<file path="config.mk">
export PLATFORM = sky130hd
export DESIGN_NAME = vd_conv_encoder
export DESIGN_NICKNAME = d
export VERILOG_FILES = /design/src/rtl/vd_pkg.sv /design/src/rtl/vd_parity.sv /design/src/rtl/vd_conv_encoder.sv
export SDC_FILE = /design/constraint.sdc
export NUM_CORES = 1
export LEC_CHECK = 0
export ABC_AREA = 1
export CELL_PAD_IN_SITES_DETAIL_PLACEMENT = 1
export CELL_PAD_IN_SITES_GLOBAL_PLACEMENT = 1
export CORE_MARGIN = 2
export CORE_UTILIZATION = 47
export DETAILED_ROUTE_END_ITERATION = 10
export DONT_BUFFER_PORTS = 1
export GPL_ROUTABILITY_DRIVEN = 0
export PLACE_DENSITY_LB_ADDON = 0.1
export SLEW_MARGIN = 20
export SYNTH_ARGS = -nofsm -noshare
export SYNTH_HDL_FRONTEND = slang
export SYNTH_HIERARCHICAL = 1
export SYNTH_SLANG_ARGS = --single-unit
</file>
<file path="constraint.sdc">
create_clock -name CLOCK -period 3.33 [get_ports CLOCK]
set_input_delay 0.666 -clock CLOCK [delete_from_list [all_inputs] [get_ports CLOCK]]
set_output_delay 0.666 -clock CLOCK [all_outputs]
set_load 0.005 [all_outputs]
</file>
<file path="src/rtl/vd_pkg.sv">
// Shared constants and state encoding for the convolutional encoder front end.
// Defaults describe the standard K=3 (7,5) code with 8-bit frames.
package vd_pkg;

    localparam int WD_CODE       = 2;
    localparam int K_DEF         = 3;
    localparam logic [2:0] G0_DEF = 3'b111;
    localparam logic [2:0] G1_DEF = 3'b101;
    localparam int FRAME_LEN_DEF = 8;

    typedef enum logic [1:0] {
        IDLE  = 2'd0,
        DATA  = 2'd1,
        TAIL  = 2'd2,
        FLUSH = 2'd3
    } state_t;

endpackage

</file>
<file path="src/rtl/vd_parity.sv">
// Combinational XOR reduction of the tap vector masked by one generator polynomial.
module vd_parity #(
    parameter int         W    = 3,
    parameter logic [W-1:0] POLY = '1
) (
    input  logic [W-1:0] taps,
    output logic         parity
);

    assign parity = ^(taps & POLY);

endmodule

</file>
<file path="src/rtl/vd_conv_encoder.sv">
// Rate-1/2 feed-forward convolutional encoder with framing, zero-tail termination
// and a registered valid/ready output slot; one symbol per clock at full throughput.
module vd_conv_encoder
    import vd_pkg::*;
#(
    parameter int           K         = K_DEF,
    parameter logic [K-1:0] G0        = K'(G0_DEF),
    parameter logic [K-1:0] G1        = K'(G1_DEF),
    parameter int           FRAME_LEN = FRAME_LEN_DEF,
    parameter int           CNT_W     = 8
) (
    input  logic               CLOCK,
    input  logic               Reset,
    input  logic               start,
    input  logic               in_bit,
    input  logic               in_valid,
    output logic               in_ready,
    output logic [WD_CODE-1:0] Code,
    output logic               code_valid,
    input  logic               code_ready,
    output logic               Active,
    output logic               busy,
    output logic               frame_done
);

    localparam logic [CNT_W-1:0] LAST_DATA = CNT_W'(FRAME_LEN - 1);
    localparam logic [CNT_W-1:0] LAST_TAIL = CNT_W'(K - 2);

    state_t             state_q, state_d;
    logic [K-2:0]       sr_q, sr_d;
    logic [CNT_W-1:0]   cnt_q, cnt_d;
    logic [WD_CODE-1:0] code_q, code_d;
    logic               code_valid_q, code_valid_d;
    logic               active_q, active_d;
    logic               frame_done_q, frame_done_d;

    logic         slot_free;
    logic         load;
    logic         u;
    logic [K-1:0] taps;
    logic         c1, c0;

    assign slot_free = !code_valid_q || code_ready;
    assign in_ready  = (state_q == DATA) && slot_free;
    // Tail bits are forced to zero so the trellis walks back to state 0.
    assign u         = (state_q == DATA) ? in_bit : 1'b0;
    assign taps      = {u, sr_q};

    vd_parity #(.W(K), .POLY(G0)) u_par_c1 (.taps(taps), .parity(c1));
    vd_parity #(.W(K), .POLY(G1)) u_par_c0 (.taps(taps), .parity(c0));

    always_comb begin
        state_d      = state_q;
        sr_d         = sr_q;
        cnt_d        = cnt_q;
        load         = 1'b0;
        frame_done_d = 1'b0;
        case (state_q)
            IDLE: begin
                // A start coinciding with the frame_done pulse is dropped.
                if (start && !frame_done_q) begin
                    cnt_d   = '0;
                    state_d = DATA;
                end
            end
            DATA: begin
                if (in_valid && in_ready) begin
                    load = 1'b1;
                    if (cnt_q == LAST_DATA) begin
                        cnt_d   = '0;
                        state_d = TAIL;
                    end else begin
                        cnt_d = cnt_q + 1'b1;
                    end
                end
            end
            TAIL: begin
                if (slot_free) begin
                    load = 1'b1;
                    if (cnt_q == LAST_TAIL) begin
                        cnt_d   = '0;
                        state_d = FLUSH;
                    end else begin
                        cnt_d = cnt_q + 1'b1;
                    end
                end
            end
            FLUSH: begin
                if (!code_valid_q) begin
                    frame_done_d = 1'b1;
                    sr_d         = '0;
                    state_d      = IDLE;
                end
            end
            default: state_d = IDLE;
        endcase
        if (load) begin
            sr_d = taps[K-1:1];
        end
        code_d       = load ? {c1, c0} : code_q;
        code_valid_d = load || (code_valid_q && !code_ready);
        active_d     = active_q || (load && (c1 || c0));
    end

    always_ff @(posedge CLOCK) begin
        if (!Reset) begin
            state_q      <= IDLE;
            sr_q         <= '0;
            cnt_q        <= '0;
            code_q       <= '0;
            code_valid_q <= 1'b0;
            active_q     <= 1'b0;
            frame_done_q <= 1'b0;
        end else begin
            state_q      <= state_d;
            sr_q         <= sr_d;
            cnt_q        <= cnt_d;
            code_q       <= code_d;
            code_valid_q <= code_valid_d;
            active_q     <= active_d;
            frame_done_q <= frame_done_d;
        end
    end

    assign Code       = code_q;
    assign code_valid = code_valid_q;
    assign Active     = active_q;
    assign frame_done = frame_done_q;
    assign busy       = (state_q != IDLE);

endmodule

</file>
Yosys cells after proc, flatten, opt, wreduce, memory -nomap -nowiden
Index checks and enable logic that the tools add are counted.
{ "word_totals": {"regBits": 17, "in_bits": 6, "wordCells": 62} }
{ "classes": {"n_addsub": 1, "eq_ne": 12, "mux": 20, "n_reduce_logical": 22} }
{ "ops": {"columns": ["op", "n"], "rows": [
  ["two-way mux 8 bit", 5],
  ["one-hot mux 8 bit (3 select lines)", 1],
  ["two-way mux 2 bit", 8],
  ["adder 8 x 1 -> 8 bit (second input constant)", 1],
  ["equality test 8 x 1 -> 1 bit (second input constant)", 1],
  ["equality test 8 x 3 -> 1 bit (second input constant)", 1],
  ["inequality test 2 bit (second input constant)", 4],
  ["one-hot mux 2 bit (4 select lines)", 1],
  ["inequality test 2 x 1 -> 1 bit (second input constant)", 3],
  ["AND reduction 6 bit", 1],
  ["XOR reduction 3 bit", 2],
  ["logical AND 1 bit", 5],
  ["equality test 2 bit (second input constant)", 2],
  ["logical OR 1 bit", 4],
  ["two-way mux 1 bit", 4],
  ["AND reduction 2 bit", 2],
  ["AND reduction 4 bit", 1],
  ["nonzero test 2 bit", 2],
  ["logical NOT 1 bit", 3],
  ["nonzero test 3 bit", 1],
  ["equality test 2 x 1 -> 1 bit (second input constant)", 1],
  ["logical NOT 2 bit", 1],
  ["one-hot mux 1 bit (2 select lines)", 1]
]} }

Logic depth before layout (Yosys ltp)
{ "logic_depth": {"ltp_word": 8, "depth_mapped": 9} }

Hierarchy
The synthesis kept the hierarchy.
{ "by_module_without_submodules": {"columns": ["module", "n_inst", "cells_per_inst", "area_each_um2", "seq_area_each_um2"], "rows": [
  ["vd_conv_encoder", 1, 156, 1076.0, 340.3],
  ["vd_parity (u_par_c1)", 1, 9, 35.0, 0.0],
  ["vd_parity (u_par_c0)", 1, 5, 18.8, 0.0]
]} }

Worst setup path after synthesis
Ideal clock, no wire load.
{ "synth_timing": {"kind": "input -> output", "from": "input port code_ready", "to": "output port in_ready", "arrival_ns": 0.878, "slack_ns": 1.786, "cell_stages": 2, "path_cell_list": "nor2_2 -> nor2_1"} }
{ "synth_between": {"elab_chain_len": 2} }
{ "synth_rtl": {"columns": ["element", "line", "rtl"], "rows": [
  ["start: declaration", "vd_conv_encoder.sv:20", "input logic code_ready,"],
  ["logical OR 1 bit", "vd_conv_encoder.sv:43", "assign slot_free = !code_valid_q || code_ready;"],
  ["logical AND 1 bit", "vd_conv_encoder.sv:44", "assign in_ready = (state_q == DATA) && slot_free;"],
  ["end: declaration", "vd_conv_encoder.sv:17", "output logic in_ready,"]
]} }
Every way passes these cells.

Worst setup path after layout
{ "layout_timing": {"from": "register state_q[1]", "to": "output port in_ready"} }
{ "layout_between": {"elab_chain_len": 2} }
{ "layout_rtl": {"columns": ["element", "line", "rtl"], "rows": [
  ["start: declaration", "vd_conv_encoder.sv:29", "state_t state_q, state_d;"],
  ["start signal: assignment", "vd_conv_encoder.sv:115", "state_q <= state_d;"],
  ["equality test 2 x 1 -> 1 bit", "vd_conv_encoder.sv:44", null],
  ["logical AND 1 bit", "vd_conv_encoder.sv:44", null]
]} }
Every way passes these cells.

==> run_summary.xml <==
<?xml version="1.0" encoding="UTF-8"?>
<metrics>
  <group name="global_routing">
    <metric name="grt_util_all_layers" unit="%">22.9</metric>
    <metric name="first_global_vias" unit="">1036</metric>
    <metric name="global_route_wire_length_before_repair" unit="µm">4530</metric>
    <metric name="overflow" unit="">0</metric>
    <metric name="number_of_antenna_violations_at_the_first_check_in_global_routing" unit="">0</metric>
    <metric name="grt_max_degree" unit="">11</metric>
  </group>
  <group name="yosys">
    <metric name="async_flop_share" unit="%">0</metric>
    <metric name="yosys_warnings" unit="">6</metric>
    <metric name="yosys-top-cells-area" unit="">sky130_fd_sc_hd__dfxtp_1, sky130_fd_sc_hd__nand2_1, sky130_fd_sc_hd__ha_1, sky130_fd_sc_hd__inv_1, sky130_fd_sc_hd__nor2_1</metric>
    <metric name="netlist_instances" unit="">170</metric>
    <metric name="synth_edf_count" unit="">0</metric>
    <metric name="yosysMostFrequentCell" unit="">sky130_fd_sc_hd__nand2_1</metric>
    <metric name="synth_largest_type_area_fraction" unit="%">30.1</metric>
    <metric name="yosysUniqueCellTypes" unit="">22</metric>
    <metric name="post-synth-top-area-cell" unit="">sky130_fd_sc_hd__dfxtp_1</metric>
    <metric name="avgSynthCellArea" unit="µm²">6.65</metric>
    <metric name="mappedNetlistNets" unit="">184</metric>
    <metric name="netlist_area" unit="µm²">1130</metric>
    <metric name="synth-seq-area-share" unit="%">30.1</metric>
    <metric name="synth.top_cells.by_count" unit="">sky130_fd_sc_hd__nand2_1, sky130_fd_sc_hd__inv_1, sky130_fd_sc_hd__nor2_1</metric>
    <metric name="register_bit_total_from_synthesis" unit="">17</metric>
    <metric name="synth_flop_cell" unit="">sky130_fd_sc_hd__dfxtp_1</metric>
  </group>
  <group name="critical_path">
    <metric name="crit_path_max_fanout" unit="">5</metric>
    <metric name="critical-path-max-stage-delay" unit="ns">0.37</metric>
    <metric name="worst_setup_path_end_kind" unit="">output pin</metric>
    <metric name="critPathSlowestCell" unit="">sky130_fd_sc_hd__dfxtp_1</metric>
    <metric name="worst_ep_required_time" unit="ns">2.66</metric>
    <metric name="worst-r2r-setup-slack" unit="ns">1.67</metric>
    <metric name="worstPathArrival" unit="ns">1.32</metric>
    <metric name="critical_path.cell_chain" unit="">inv_1, ha_1, inv_2, nor2_1</metric>
    <metric name="worstSetupStartpointType" unit="">register</metric>
    <metric name="worstSetupPathType" unit="">register to output pin</metric>
  </group>
  <group name="cts">
    <metric name="max_h_tree_level" unit="">1</metric>
    <metric name="cts_num_sinks" unit="">17</metric>
    <metric name="clock_tree_from_tritoncts" unit="">built</metric>
    <metric name="clock_latency" unit="ns">0.30</metric>
    <metric name="tritoncts_buffers" unit="">3</metric>
    <metric name="hold_bufs_at_cts" unit="">0</metric>
    <metric name="cts_max_path_buffers" unit="">2</metric>
    <metric name="ctsResizeCount" unit="">0</metric>
    <metric name="root_buffer_master" unit="">sky130_fd_sc_hd__clkbuf_4</metric>
    <metric name="cts_setup_buffers" unit="">0</metric>
    <metric name="clkSlewWorstSetupHoldPaths" unit="ns">0.10</metric>
  </group>
  <group name="timing">
    <metric name="final_critical_path_setup_slack" unit="ns">1.34</metric>
    <metric name="final_max_slew_viol_count" unit="">0</metric>
    <metric name="maxSlewHeadroom" unit="%">80.0</metric>
    <metric name="fin_skew" unit="ns">0.00207</metric>
    <metric name="fin_crit_sh" unit="%">59.8</metric>
    <metric name="worstMarginPinSlew" unit="ns">0.298</metric>
    <metric name="report.final.hold_viol_count" unit="">0</metric>
    <metric name="hold_slack" unit="ns">0.473</metric>
    <metric name="rsz0062_at_grt" unit="">false</metric>
    <metric name="setup_total_negative_slack" unit="ns">0</metric>
    <metric name="achievable-frequency" unit="MHz">503</metric>
    <metric name="number_of_setup_violations_in_the_final_report" unit="">0</metric>
    <metric name="post-route-min-period" unit="ns">1.99</metric>
  </group>
  <group name="pwr">
    <metric name="clock_power_share" unit="%">15.3</metric>
    <metric name="power.share.switching" unit="%">47.5</metric>
    <metric name="power_frac_seq" unit="%">33.8</metric>
    <metric name="leakage" unit="nW">0.516</metric>
    <metric name="p_int" unit="mW">0.395</metric>
    <metric name="power.density" unit="nW/µm²">630</metric>
    <metric name="worst_ir_drop_vdd" unit="V">0.000308</metric>
    <metric name="pwr-share-comb" unit="%">50.9</metric>
    <metric name="power.net_switching" unit="mW">0.357</metric>
  </group>
  <group name="floorplan">
    <metric name="row_count" unit="">17</metric>
    <metric name="dieArea" unit="µm²">2810</metric>
    <metric name="core_area" unit="µm²">2230</metric>
    <metric name="initial_core_util" unit="%">50.6</metric>
    <metric name="die-height" unit="µm">53.0</metric>
    <metric name="ioPinCount" unit="">13</metric>
    <metric name="die_width" unit="µm">53.0</metric>
  </group>
  <group name="flow_run">
    <metric name="drv_cap" unit="">0</metric>
  </group>
  <group name="layout">
    <metric name="multi_input_gate_area" unit="µm²">681</metric>
    <metric name="syn2layout_area_growth" unit="%">5.54</metric>
    <metric name="final.fill_count" unit="">311</metric>
    <metric name="final_nets" unit="">189</metric>
    <metric name="num_antenna_cells" unit="">0</metric>
    <metric name="post_route_cells_drive_above_1_share" unit="%">17.2</metric>
    <metric name="sequential_cell_area" unit="µm²">340</metric>
  </group>
  <group name="hold_path">
    <metric name="timing.hold.worst.class" unit="">input pin to register</metric>
  </group>
  <group name="place">
    <metric name="detailedPlacementHpwl" unit="µm">2210</metric>
    <metric name="placement.setup.worst_slack" unit="ns">1.67</metric>
    <metric name="buffer_ports.inserted" unit="">0</metric>
  </group>
  <group name="run_status">
    <metric name="run_status" unit="">finished, final reports clean</metric>
  </group>
  <group name="drt">
    <metric name="postRouteWirelength" unit="µm">2800</metric>
    <metric name="dr.pass1.iters" unit="">4</metric>
    <metric name="detail-route-antenna-nets" unit="">0</metric>
    <metric name="number_of_drc_markers_after_the_initial_detailed_route_iteration" unit="">15</metric>
    <metric name="count_of_unresolved_drc_violations_after_routing" unit="">0</metric>
    <metric name="via_count" unit="">1049</metric>
    <metric name="viasPerCell" unit="">5.19</metric>
    <metric name="post_drt_wl_per_cell" unit="µm">13.9</metric>
  </group>
</metrics>
## area by class of cell
cell class                 instances  area share, %
sequential                        17           28.5
tap                               28           2.94
clock inverter                     1          0.420
inverter                          29           9.13
multi-input combinational        124           57.1
clock buffer                       3           1.89
## critical path, delay by kind of cell (launching register included)
kind                       cells  cell delay (ns)
buffers and inverters          2             0.20
DFF                            1             0.37
and+or+nand+nor                1             0.14
adders and majority gates      1             0.31
## stage by stage
step / power, mW / utilization (%) / cells / instance area (µm²)
2_1_floorplan: 0.553 / - / 170 / 1130
3_5_place_dp: 0.639 / 52.2 / 198 / 1160
6_report: 0.751 / 53.4 / 202 / 1190
4_1_cts: 0.759 / 53.4 / 202 / 1190
3_3_place_gp: 0.621 / 52.2 / 198 / 1160
5_1_grt: 0.813 / 53.4 / 202 / 1190
## routing by layer
layer  share of wire, %  up-vias  GRT usage (%)
li1                   -      535              -
met1                 47      475           28.0
met2                 47       26           39.4
met3                3.1       13           3.67
met4                3.3        0           9.83
met5                  0        -              0
## flip-flops by register name (all words and copies together) (netlist names)
signal / count
cnt_q: 8
Code: 2
sr_q: 2
state_q: 2
Active: 1
code_valid: 1
frame_done: 1
## kinds of logic after synthesis
| family | synth area share, % |
|---|---|
| fa+ha+maj | 8.86 |
| flops | 30.1 |
| compound gates | 11.8 |
| buf+inv | 9.63 |
| xor+xnor | 0.775 |
| simple gates | 38.8 |
## power by group through the flow
stage / registers [mW] / clock network, mW / logic (mW)
2_1_floorplan: 0.252 / 0 / 0.301
3_3_place_gp: 0.256 / 0 / 0.366
3_5_place_dp: 0.259 / 0 / 0.379
4_1_cts: 0.255 / 0.118 / 0.386
5_1_grt: 0.258 / 0.125 / 0.430
6_report: 0.254 / 0.115 / 0.382
## path summary, 6_finish.rpt
kind	startpoint	to	cells after the start
setup / recovery	state_q[1]$_SDFFE_PN0P_	in_ready	4
hold / removal	Reset	cnt_q[2]$_SDFFE_PN0P_	2
setup reg to reg	state_q[0]$_SDFFE_PN0P_	cnt_q[4]$_SDFFE_PN0P_	9
hold reg to reg	Active$_SDFF_PN0_	Active$_SDFF_PN0_	2
## layout by cell type (no fill, tap or decap)
| cell type | instances |
|---|---|
| sky130_fd_sc_hd__nand3_2 | 3 |
| sky130_fd_sc_hd__nand4_1 | 2 |
| sky130_fd_sc_hd__clkbuf_4 | 3 |
| sky130_fd_sc_hd__xor2_1 | 1 |
| sky130_fd_sc_hd__inv_2 | 6 |
| sky130_fd_sc_hd__ha_1 | 8 |
| sky130_fd_sc_hd__nor2_4 | 1 |
| sky130_fd_sc_hd__a21oi_1 | 12 |
| sky130_fd_sc_hd__nand2_4 | 1 |
| sky130_fd_sc_hd__nor2_1 | 20 |
| sky130_fd_sc_hd__o21ai_1 | 1 |
| sky130_fd_sc_hd__o21ai_4 | 2 |
| sky130_fd_sc_hd__nand2_1 | 44 |
| sky130_fd_sc_hd__nor2_2 | 5 |
| sky130_fd_sc_hd__nand2_2 | 5 |
| sky130_fd_sc_hd__o21ai_2 | 2 |
| sky130_fd_sc_hd__a21oi_2 | 1 |
| sky130_fd_sc_hd__clkinv_2 | 1 |
| sky130_fd_sc_hd__o21ai_0 | 2 |
| sky130_fd_sc_hd__inv_1 | 22 |
| sky130_fd_sc_hd__clkinv_1 | 1 |
| sky130_fd_sc_hd__nand3_1 | 12 |
| sky130_fd_sc_hd__dfxtp_1 | 17 |
| sky130_fd_sc_hd__nor3_1 | 2 |
Power figures use the tool's default switching activity.
